===== config.mk =====
export PLATFORM = sky130hd
export DESIGN_NAME = dram_cycle_scheduler
export DESIGN_NICKNAME = d
export VERILOG_FILES = /design/src/rtl/gg_dram_pkg.sv /design/src/rtl/dram_cycle_scheduler_refresh_timer.sv /design/src/rtl/dram_cycle_scheduler.sv
export SDC_FILE = /design/constraint.sdc
export NUM_CORES = 1
export LEC_CHECK = 0
export ABC_AREA = 0
export BUFFER_PORTS_ARGS = -buffer_cell sky130_fd_sc_hd__clkbuf_2
export CELL_PAD_IN_SITES_DETAIL_PLACEMENT = 1
export CELL_PAD_IN_SITES_GLOBAL_PLACEMENT = 1
export CORE_ASPECT_RATIO = 0.75
export CORE_UTILIZATION = 43
export DETAILED_ROUTE_END_ITERATION = 10
export GPL_TIMING_DRIVEN = 0
export PLACE_DENSITY_LB_ADDON = 0.1
export SYNTH_ARGS = -nofsm -noshare
export SYNTH_HDL_FRONTEND = slang
export SYNTH_SLANG_ARGS = --single-unit

===== constraint.sdc =====
create_clock -name CLK -period 2.95 [get_ports CLK]
set_input_delay 0.4425 -clock CLK [delete_from_list [all_inputs] [get_ports CLK]]
set_output_delay 0.4425 -clock CLK [all_outputs]
set_load 0.05 [all_outputs]

===== src/rtl/gg_dram_pkg.sv =====
// Shared types and defaults for the FastRAM DRAM cycle scheduler.
// The optional statistics outputs of dram_cycle_scheduler are enabled by DRAM_SCHED_STATS_EN.
package gg_dram_pkg;

    typedef enum logic [2:0] {
        IDLE,
        REF_CAS,
        REF_RAS,
        ACC_ROW,
        ACC_COL,
        PRE
    } state_t;

    typedef struct packed {
        logic access_ras;
        logic access_ucas;
        logic access_lcas;
        logic refresh_ras;
        logic refresh_cas;
        logic col_sel;
        logic ack;
    } strobes_t;

    localparam int BACKLOG_W            = 3;
    localparam int DEF_REFRESH_INTERVAL = 108;
    localparam int DEF_MAX_BACKLOG      = 4;
    localparam int DEF_PRECHARGE_CYCLES = 1;

endpackage


===== src/rtl/dram_cycle_scheduler_refresh_timer.sv =====
// Refresh interval counter and saturating backlog of pending CAS-before-RAS refreshes.
module refresh_timer
    import gg_dram_pkg::*;
#(
    parameter int REFRESH_INTERVAL = DEF_REFRESH_INTERVAL,
    parameter int MAX_BACKLOG      = DEF_MAX_BACKLOG
) (
    input  logic                 CLK,
    input  logic                 RESETn,
    input  logic                 done_ref,
    output logic                 tick,
    output logic [BACKLOG_W-1:0] backlog
);

    localparam int                   CNT_W  = $clog2(REFRESH_INTERVAL + 1);
    localparam logic [CNT_W-1:0]     RELOAD = CNT_W'(REFRESH_INTERVAL - 1);
    localparam logic [BACKLOG_W-1:0] BL_MAX = BACKLOG_W'(MAX_BACKLOG);

    logic [CNT_W-1:0] cnt;

    assign tick = (cnt == '0);

    always_ff @(posedge CLK or negedge RESETn) begin
        if (!RESETn) begin
            cnt     <= RELOAD;
            backlog <= '0;
        end else begin
            cnt <= tick ? RELOAD : cnt - 1'b1;
            // A tick that finds the backlog saturated is dropped.
            if (tick && !done_ref && backlog != BL_MAX)
                backlog <= backlog + 1'b1;
            else if (!tick && done_ref && backlog != '0)
                backlog <= backlog - 1'b1;
        end
    end

endmodule


===== src/rtl/dram_cycle_scheduler.sv =====
// Arbitrates Zorro bus accesses against periodic refresh and drives DRAM strobe intents.
// Optional statistics outputs (forced_cnt, max_backlog_seen) exist only with DRAM_SCHED_STATS_EN.
module dram_cycle_scheduler
    import gg_dram_pkg::*;
#(
    parameter int REFRESH_INTERVAL = DEF_REFRESH_INTERVAL,
    parameter int MAX_BACKLOG      = DEF_MAX_BACKLOG,
    parameter int PRECHARGE_CYCLES = DEF_PRECHARGE_CYCLES
) (
    input  logic                 CLK,
    input  logic                 RESETn,
    input  logic                 ASn,
    input  logic                 ram_sel,
    input  logic                 UDSn,
    input  logic                 LDSn,
    output logic                 access_ras,
    output logic                 access_ucas,
    output logic                 access_lcas,
    output logic                 refresh_ras,
    output logic                 refresh_cas,
    output logic                 col_sel,
    output logic                 ack,
    output logic [BACKLOG_W-1:0] backlog
`ifdef DRAM_SCHED_STATS_EN
    ,
    output logic [7:0]           forced_cnt,
    output logic [BACKLOG_W-1:0] max_backlog_seen
`endif
);

    localparam logic [BACKLOG_W-1:0] BL_MAX   = BACKLOG_W'(MAX_BACKLOG);
    localparam logic [1:0]           PRE_LOAD = 2'(PRECHARGE_CYCLES - 1);

    state_t   state, state_nxt;
    strobes_t str;
    logic     as_s, req, tick, done_ref, arb_en, forced_delay;
    logic [1:0] pre_cnt;

    assign req      = as_s & ram_sel;
    assign done_ref = (state == REF_RAS);
    // The last precharge cycle arbitrates like IDLE so a forced refresh costs 2 + PRECHARGE_CYCLES.
    assign arb_en   = (state == IDLE) || (state == PRE && pre_cnt == '0);
    assign forced_delay = arb_en && (backlog == BL_MAX) && req;

    refresh_timer #(
        .REFRESH_INTERVAL (REFRESH_INTERVAL),
        .MAX_BACKLOG      (MAX_BACKLOG)
    ) u_refresh_timer (
        .CLK      (CLK),
        .RESETn   (RESETn),
        .done_ref (done_ref),
        .tick     (tick),
        .backlog  (backlog)
    );

    function automatic state_t arbitrate(input logic [BACKLOG_W-1:0] bl, input logic rq,
                                         input logic as);
        if (bl == BL_MAX)               return REF_CAS;
        else if (rq)                    return ACC_ROW;
        else if (bl != '0 && !as)       return REF_CAS;
        else                            return IDLE;
    endfunction

    function automatic strobes_t strobes_for(input state_t s, input logic ucas, input logic lcas);
        strobes_t o;
        o = '0;
        case (s)
            REF_CAS: o.refresh_cas = 1'b1;
            REF_RAS: begin o.refresh_cas = 1'b1; o.refresh_ras = 1'b1; end
            ACC_ROW: o.access_ras = 1'b1;
            ACC_COL: begin
                o.access_ras  = 1'b1;
                o.col_sel     = 1'b1;
                o.access_ucas = ucas;
                o.access_lcas = lcas;
                o.ack         = 1'b1;
            end
            default: o = '0;
        endcase
        return o;
    endfunction

    always_comb begin
        state_nxt = state;
        case (state)
            IDLE:    state_nxt = arbitrate(backlog, req, as_s);
            REF_CAS: state_nxt = REF_RAS;
            REF_RAS: state_nxt = PRE;
            ACC_ROW: state_nxt = as_s ? ACC_COL : PRE;
            ACC_COL: state_nxt = as_s ? ACC_COL : PRE;
            PRE:     state_nxt = (pre_cnt == '0) ? arbitrate(backlog, req, as_s) : PRE;
            default: state_nxt = IDLE;
        endcase
    end

    always_ff @(posedge CLK or negedge RESETn) begin
        if (!RESETn) begin
            as_s    <= 1'b0;
            state   <= IDLE;
            str     <= '0;
            pre_cnt <= '0;
        end else begin
            as_s  <= !ASn;
            state <= state_nxt;
            str   <= strobes_for(state_nxt, !UDSn, !LDSn);
            if (state_nxt == PRE && state != PRE)
                pre_cnt <= PRE_LOAD;
            else if (state == PRE && pre_cnt != '0)
                pre_cnt <= pre_cnt - 1'b1;
        end
    end

    assign access_ras  = str.access_ras;
    assign access_ucas = str.access_ucas;
    assign access_lcas = str.access_lcas;
    assign refresh_ras = str.refresh_ras;
    assign refresh_cas = str.refresh_cas;
    assign col_sel     = str.col_sel;
    assign ack         = str.ack;

`ifdef DRAM_SCHED_STATS_EN
    always_ff @(posedge CLK or negedge RESETn) begin
        if (!RESETn) begin
            forced_cnt       <= '0;
            max_backlog_seen <= '0;
        end else begin
            if (forced_delay && forced_cnt != 8'hFF)
                forced_cnt <= forced_cnt + 1'b1;
            if (backlog > max_backlog_seen)
                max_backlog_seen <= backlog;
        end
    end
`else
    logic unused_stats;
    assign unused_stats = forced_delay ^ tick;
`endif

endmodule


==> results of run 1 <==
[cell usage after synthesis, types with 2 or more instances]
cell type,n,area share (%)
nand3_1,3,1.3
dfstp_2,5,11
o31ai_1,2,1.3
inv_1,11,3.5
xnor2_1,3,2.2
or3_1,2,1.1
nor2_1,8,2.5
a21oi_1,2,0.84
dfrtp_1,17,36
nor3_1,4,1.7
a221oi_1,2,1.5
ha_1,2,2.1
nor2b_1,2,1.1
and3_1,2,1.1
o2111a_1,2,1.9
o21ai_0,6,2.5
xor2_1,2,1.5
or3b_2,2,1.5
nand2_1,15,4.7
clkbuf_1,3,0.95
[through the flow]
stage	utilization, %	area [um^2]	std cells	worst slack (ps)	power, W
6_report	52.8	1390	175	260	0.00133
5_1_grt	52.8	1390	175	28.3	0.00141
4_1_cts	52.6	1380	175	111	0.00134
3_5_place_dp	49.9	1310	171	126	0.00105
3_3_place_gp	49.9	1310	171	184	0.00102
2_1_floorplan	-	1190	120	378	0.000900
[cell usage in the layout, fill, tap and decap left out, drive strengths merged, types with 2 or more instances in the layout]
cell and n:
or3 2, xnor2 3, dfrtp 17, a221oi 2, ha 2, clkbuf 22, o21ai 6, a21oi 2
dfstp 5, nor2b 2, o31ai 2, and3 2, inv 11, nor2 8, or3b 3, buf 3
xor2 2, nor3b 2, nand2 15, nor3 4, nand3 3, o2111a 2
[flip-flops by register name, indices dropped and copies added, names as in the netlist, 2 cells and up]
| signal | count |
|---|---|
| pre_cnt | 2 |
| state | 3 |
| u_refresh_timer.cnt | 7 |
| u_refresh_timer.backlog | 3 |
[timing repair]
action | CTS | global route
buffers inserted | 0 | 0
resized for setup | 0 | 1
endpoints found under the setup margin | 0 | 1
[how the worst max path moves through the flow]
stage / startpoint / slack [ps] / end / cells after the start
after detailed placement: u_refresh_timer.cnt[0] / 130 / u_refresh_timer.backlog[2] / 10
final: u_refresh_timer.cnt[0] / 260 / u_refresh_timer.backlog[2] / 10
after CTS: u_refresh_timer.cnt[0] / 110 / u_refresh_timer.backlog[2] / 10
after floorplan: u_refresh_timer.cnt[0] / 380 / u_refresh_timer.backlog[2] / 10
after global placement: u_refresh_timer.cnt[0] / 180 / u_refresh_timer.backlog[2] / 10
after global routing: u_refresh_timer.cnt[1] / 30 / u_refresh_timer.backlog[2] / 10
[cell type report]
class                           count  area [um^2]  share of cell area, %
Buffer                              7         40.0                   2.89
Clock buffer                        3         41.3                   2.98
Clock inverter                      1         30.0                   2.17
Inverter                           11         41.3                   2.98
Multi-Input combinational cell     80          556                   40.1
Sequential cell                    22          557                   40.2
Tap cell                           36         45.0                   3.25
Timing Repair Buffer               15         75.1                   5.42
[kinds of logic after synthesis]
family	count (synthesis)	share of synthesized area, %
mux	1	0.843
fa+ha+maj	3	3.79
simple gates	47	21.2
xor+xnor	5	3.69
flops	22	46.9
compound gates	24	16.8
buf+inv	18	6.85
[power by group]
| group | internal (W) | switching, W | total [W] | leakage, nW |
|---|---|---|---|---|
| sequential | 0.000365 | 0.0000719 | 0.000437 | 0.271 |
| clock | 0.000181 | 0.000103 | 0.000285 | 0.0357 |
| combinational | 0.000203 | 0.000406 | 0.000608 | 0.326 |
| total | 0.000749 | 0.000581 | 0.00133 | 0.633 |
[per-layer routing]
metal | vias to the layer above | track usage [%]
met2 | 19 | 33.7
li1 | 460 | -
met5 | - | 0
met4 | 0 | 6.05
met3 | 0 | 6.43
met1 | 474 | 24.7
[worst max-delay path, cell delays in order (launching register included)]
cell      delay, ps
dfstp_2         380
inv_1            50
ha_1            160
or3b_1          350
clkbuf_2        170
nor4_2          360
nand2_1         110
fa_1            440
nor2b_1         160
a221oi_1        300
nand2_1          90
==> metrics.txt, run 1 <==
# TYPE chip_impl_metric gauge
chip_impl_info{name="status",value="finished, final reports clean"} 1
chip_impl_info{name="rsz0062_at_grt",value="false"} 1
chip_impl_metric{name="placementRows",unit=""} 16
chip_impl_metric{name="dr_wl_cell",unit="um"} 14.9
chip_impl_metric{name="clk_latency",unit="ps"} 270
chip_impl_metric{name="routed-wl-met2",unit="um"} 1240
chip_impl_metric{name="mappedNetlistNets",unit=""} 129
chip_impl_metric{name="num_antenna_cells",unit=""} 0
chip_impl_info{name="hp-class",value="input port to asynchronous set/reset pin"} 1
chip_impl_metric{name="finalWorstPathRequiredPeriod",unit="ps"} 2690
chip_impl_metric{name="yosys.cell_types.count",unit=""} 45
chip_impl_metric{name="gp_congestion",unit=""} 0.773
chip_impl_metric{name="detail-route-antenna-nets",unit=""} 0
chip_impl_metric{name="power_leakage",unit="nW"} 0.633
chip_impl_metric{name="max-vdd-ir-drop",unit="mV"} 0.475
chip_impl_metric{name="wl_met1",unit="um"} 1250
chip_impl_metric{name="placeableCoreArea",unit="mm^2"} 0.00262
chip_impl_metric{name="drt-total-wl",unit="um"} 2600
chip_impl_metric{name="synth_edf_count",unit=""} 0
chip_impl_metric{name="max_slew_margin",unit="%"} 54.1
chip_impl_info{name="top_sig_layer",value="met3"} 1
chip_impl_metric{name="synth.ff_latch_count",unit=""} 22
chip_impl_metric{name="nets",unit=""} 149
chip_impl_metric{name="setup-tns-final",unit="ps"} 0
chip_impl_metric{name="crit_path_max_fanout",unit=""} 6
chip_impl_metric{name="wire_length_of_the_first_global_routing_pass",unit="um"} 4350
chip_impl_metric{name="critPathArrivalTime",unit="ps"} 2850
chip_impl_metric{name="die_width",unit="um"} 62.7
chip_impl_metric{name="timing.reg2reg.worst_path_depth",unit=""} 10
chip_impl_metric{name="part_of_the_yosys_area_used_for_sequential_elements",unit="%"} 46.9
chip_impl_metric{name="clock_skew",unit="ps"} 1.47
chip_impl_metric{name="drt-initial-drc-count",unit=""} 33
chip_impl_metric{name="first_global_vias",unit=""} 939
chip_impl_metric{name="dr_wl_met3",unit="um"} 110
chip_impl_metric{name="h-tree-depth",unit=""} 1
chip_impl_metric{name="timing.hold.ws",unit="ps"} 145
chip_impl_metric{name="top_level_ports",unit=""} 16
chip_impl_metric{name="cp_data_required_time",unit="ps"} 3110
chip_impl_metric{name="setup.reg_to_reg.worst_slack",unit="ps"} 260
chip_impl_metric{name="die-height",unit="um"} 47.5
chip_impl_info{name="cts.root.buffer_cell",value="clkbuf_8"} 1
chip_impl_metric{name="clock.fmax",unit="MHz"} 372
chip_impl_metric{name="detail_route.vias_per_cell",unit=""} 5.45
chip_impl_metric{name="grt_util_all_layers",unit="%"} 19.7
chip_impl_metric{name="place.detailed.hpwl",unit="um"} 1910
chip_impl_info{name="tritoncts",value="done"} 1
chip_impl_metric{name="netlist_instances",unit=""} 120
chip_impl_metric{name="max_cap_violations",unit=""} 0
chip_impl_metric{name="numCtsBuffers",unit=""} 3
chip_impl_metric{name="num-fill-cells",unit=""} 310
chip_impl_metric{name="post_route_cells_drive_above_1_share",unit="%"} 25.2
chip_impl_metric{name="synthArstFlopShare",unit="%"} 100
chip_impl_info{name="timing.critical_path.from_type",value="flip-flop"} 1
chip_impl_info{name="synthFlopType",value="dfrtp_1"} 1
chip_impl_info{name="regToRegStartpoint",value="u_refresh_timer.cnt[0]"} 1
chip_impl_metric{name="avgSynthCellArea",unit="um^2"} 9.89
chip_impl_metric{name="io_buffer_count",unit=""} 15
chip_impl_metric{name="pwr_density_cell",unit="mW/mm^2"} 960
chip_impl_metric{name="slew_violations",unit=""} 0
chip_impl_metric{name="min_period_over_period",unit="%"} 91.2
chip_impl_metric{name="die_footprint",unit="mm^2"} 0.00298
chip_impl_metric{name="setup-violations-final",unit=""} 0
chip_impl_metric{name="vias",unit=""} 953
chip_impl_metric{name="clk_transition_reported_paths",unit="ps"} 80
chip_impl_metric{name="drt-pass1-iter-count",unit=""} 4
chip_impl_metric{name="initial_utilization",unit="%"} 45.3
chip_impl_metric{name="area_growth",unit="%"} 16.6
chip_impl_info{name="reg2reg_to",value="u_refresh_timer.backlog[2]"} 1
chip_impl_metric{name="mappedNetlistArea",unit="mm^2"} 0.00119
chip_impl_metric{name="hold_viol_final",unit=""} 0
chip_impl_info{name="worstSetupEndpointType",value="flip-flop"} 1
chip_impl_metric{name="cts_hold_buffers",unit=""} 0
chip_impl_metric{name="globalRouteOverflowTotal",unit=""} 0
chip_impl_metric{name="yosysWarnings",unit=""} 0
chip_impl_metric{name="grt_antenna_before_repair",unit=""} 0
chip_impl_info{name="crit_type",value="flip-flop to flip-flop"} 1
chip_impl_metric{name="grt_start_max_net_pins",unit=""} 23
chip_impl_metric{name="maximum_count_of_clock_buffers_along_a_single_path",unit=""} 2
chip_impl_metric{name="cts.sinks",unit=""} 22
chip_impl_metric{name="drt_drc_violations_left",unit=""} 0
chip_impl_metric{name="worst-slew-pin-transition",unit="ps"} 686
No activity file was read; power rests on OpenSTA's default activity.
==> inputs of run 2 (changes only) <==
- BUFFER_PORTS_ARGS: -buffer_cell sky130_fd_sc_hd__clkbuf_2 -> unset
- CORE_UTILIZATION: 43 -> 44
- DONT_BUFFER_PORTS: unset -> 1
- GPL_TIMING_DRIVEN: 0 -> unset
==> run 2 against run 1 <==
  * Count of clock-buffer cells in the layout rose by 1
  * Global-route usage rose by 1.3 points
  * Clock power fell by 49%
  * Design area fell by 8.9%
  * Power fell by 13%
  * Utilization fell by 0.67 points
  * Setup slack improved by 23 ps
  * Final cell count fell by 11%
==> metrics.txt, run 2 (synthesis results as in run 1) <==
# TYPE chip_impl_metric gauge
chip_impl_metric{name="crit_path_max_fanout",unit=""} 6
chip_impl_info{name="cts.root.buffer_cell",value="clkbuf_4"} 1
chip_impl_info{name="crit_end",value="u_refresh_timer.backlog[2]"} 1
chip_impl_metric{name="placedInstanceArea",unit="mm^2"} 0.00122
chip_impl_metric{name="first_global_vias",unit=""} 907
chip_impl_metric{name="setup-violations-final",unit=""} 0
chip_impl_info{name="tritoncts",value="done"} 1
chip_impl_metric{name="num_antenna_cells",unit=""} 0
chip_impl_metric{name="die-height",unit="um"} 47.0
chip_impl_metric{name="power_leakage",unit="nW"} 0.550
chip_impl_metric{name="die_footprint",unit="mm^2"} 0.00291
chip_impl_info{name="timing.hold.worst.start",value="UDSn"} 1
chip_impl_info{name="layout.cells.most_common_list",value="dfrtp_1, nand2_1, inv_1"} 1
chip_impl_info{name="status",value="finished, final reports clean"} 1
chip_impl_metric{name="cp_data_required_time",unit="ps"} 3220
chip_impl_metric{name="place.detailed.hpwl",unit="um"} 1920
chip_impl_metric{name="vias",unit=""} 897
chip_impl_info{name="hp-class",value="input port to flip-flop"} 1
chip_impl_metric{name="seq_power_share",unit="%"} 47.5
chip_impl_metric{name="area_growth",unit="%"} 6.32
chip_impl_metric{name="drt-initial-drc-count",unit=""} 24
chip_impl_metric{name="finish.instance_area",unit="mm^2"} 0.00126
chip_impl_info{name="timing.critical_path.from_type",value="flip-flop"} 1
chip_impl_metric{name="io_buffer_count",unit=""} 0
chip_impl_metric{name="drt_drc_violations_left",unit=""} 0
chip_impl_metric{name="drt-pass1-iter-count",unit=""} 4
chip_impl_metric{name="timing.reg2reg.worst_path_depth",unit=""} 9
chip_impl_metric{name="placementRows",unit=""} 15
chip_impl_info{name="timing.critical_path.from",value="u_refresh_timer.cnt[0]"} 1
chip_impl_metric{name="post-cts-setup-buffers",unit=""} 0
chip_impl_metric{name="die_width",unit="um"} 62.0
chip_impl_metric{name="clk_latency",unit="ps"} 320
chip_impl_metric{name="initial_utilization",unit="%"} 49.0
chip_impl_metric{name="clk_transition_reported_paths",unit="ps"} 130
chip_impl_metric{name="max-vdd-ir-drop",unit="mV"} 0.497
chip_impl_info{name="crit_type",value="flip-flop to flip-flop"} 1
chip_impl_metric{name="critPathArrivalTime",unit="ps"} 2930
chip_impl_metric{name="cts.sinks",unit=""} 22
chip_impl_metric{name="switching_share",unit="%"} 48.4
chip_impl_info{name="mostFrequentLayoutCell",value="dfrtp_1"} 1
chip_impl_metric{name="setup.reg_to_reg.worst_slack",unit="ps"} 280
chip_impl_metric{name="pwr_density_cell",unit="mW/mm^2"} 919
chip_impl_metric{name="wire_length_of_the_first_global_routing_pass",unit="um"} 4240
chip_impl_metric{name="clock.fmax",unit="MHz"} 375
chip_impl_metric{name="dr_wl_cell",unit="um"} 17.0
chip_impl_metric{name="numCtsBuffers",unit=""} 3
chip_impl_info{name="layout_top_registers",value="u_refresh_timer.cnt (7), state (3), u_refresh_timer.backlog (3)"} 1
chip_impl_metric{name="p_clk_share",unit="%"} 12.4
chip_impl_metric{name="power.share.combinational",unit="%"} 40.1
chip_impl_info{name="regToRegStartpoint",value="u_refresh_timer.cnt[0]"} 1
chip_impl_metric{name="grt_start_max_net_pins",unit=""} 23
chip_impl_metric{name="post_route_cells_drive_above_1_share",unit="%"} 15.6
chip_impl_metric{name="globalRouteOverflowTotal",unit=""} 0
chip_impl_info{name="largest-register",value="u_refresh_timer.cnt"} 1
chip_impl_metric{name="drt-total-wl",unit="um"} 2650
chip_impl_metric{name="grt_util_all_layers",unit="%"} 21.0
chip_impl_metric{name="slew_violations",unit=""} 0
chip_impl_metric{name="clock_skew",unit="ps"} 15.6
chip_impl_metric{name="grt_antenna_before_repair",unit=""} 0
chip_impl_metric{name="p_int",unit="W"} 0.000599
chip_impl_metric{name="nets",unit=""} 132
chip_impl_metric{name="min_period_over_period",unit="%"} 90.4
chip_impl_metric{name="gp_congestion",unit=""} 0.792
chip_impl_metric{name="largest_register_ffs",unit=""} 7
chip_impl_metric{name="p_sw",unit="W"} 0.000561
chip_impl_metric{name="top_level_ports",unit=""} 16
chip_impl_metric{name="hold_viol_final",unit=""} 0
chip_impl_info{name="worstSetupEndpointType",value="flip-flop"} 1
chip_impl_metric{name="max_slew_margin",unit="%"} 31.4
chip_impl_metric{name="worst-slew-pin-transition",unit="ps"} 1030
chip_impl_metric{name="finalWorstPathRequiredPeriod",unit="ps"} 2670
chip_impl_metric{name="num-fill-cells",unit=""} 272
chip_impl_info{name="rsz0062_at_grt",value="false"} 1
chip_impl_metric{name="detail-route-antenna-nets",unit=""} 0
chip_impl_metric{name="max_cap_violations",unit=""} 0
chip_impl_metric{name="h-tree-depth",unit=""} 1
chip_impl_info{name="reg2reg_to",value="u_refresh_timer.backlog[2]"} 1
chip_impl_metric{name="detail_route.vias_per_cell",unit=""} 5.75
chip_impl_metric{name="placeableCoreArea",unit="mm^2"} 0.00242
chip_impl_metric{name="maximum_count_of_clock_buffers_along_a_single_path",unit=""} 2
chip_impl_metric{name="setup-tns-final",unit="ps"} 0
==> run 2: final cells by class <==
type	instances	area, um^2	share of cell area, %
clock buffers	4	26.3	2.08
inverters	11	41.3	3.27
multi-input cells	80	556	44.0
flip-flops and latches	22	557	44.1
well taps	34	42.5	3.37
repair buffers	5	40.0	3.17
==> run 2: worst max-delay path, cell delays in order, from the launching register on <==
cell	delay [ps]
dfstp_2	390
inv_1	50
ha_1	180
or3b_1	450
nor4_2	380
nand2_1	120
fa_1	450
nor4b_1	390
a221oi_1	130
nand2_1	90
==> run 2: routing by layer <==
layer	vias to the layer above	track usage (%)	wire [um]
met1	439	26.6	1270
li1	428	-	-
met3	6	6.61	116
met5	-	0	0
met2	24	35.1	1210
met4	0	5.78	49
==> run 2: stage by stage <==
stage	util, %	hold slack [ps]	setup WS [ps]	instances	total power (W)
floorplan	-	147	378	120	0.000900
CTS	51.9	159	126	156	0.00117
detailed placement	50.4	147	183	151	0.00101
finish	52.1	171	283	156	0.00116
global placement	50.4	147	319	151	0.000986
global route	52.1	146	166	156	0.00124
==> run 2: how the worst min path moves through the flow <==
stage          slack [ps]  depth (start not counted)     endpoint
2_1_floorplan         150                          0  access_lcas
3_3_place_gp          150                          0   pre_cnt[0]
3_5_place_dp          150                          0          ack
4_1_cts               160                          1         as_s
5_1_grt               150                          1         as_s
6_report              170                          1  access_ucas
==> run 2: power groups by stage <==
| stage | Combinational (W) | Sequential, W | Clock [W] |
|---|---|---|---|
| after floorplan | 0.000324 | 0.000576 | 0 |
| after global placement | 0.000434 | 0.000552 | 0 |
| after detailed placement | 0.000452 | 0.000555 | 0 |
| after CTS | 0.000464 | 0.000550 | 0.000152 |
| after global routing | 0.000510 | 0.000565 | 0.000163 |
| final | 0.000466 | 0.000551 | 0.000144 |
==> run 2: repair_timing <==
action,CTS,global route
endpoints found under the setup margin,0,1
hold buffers,1,0
hold endpoints to repair,22,0
gates resized for setup,0,1
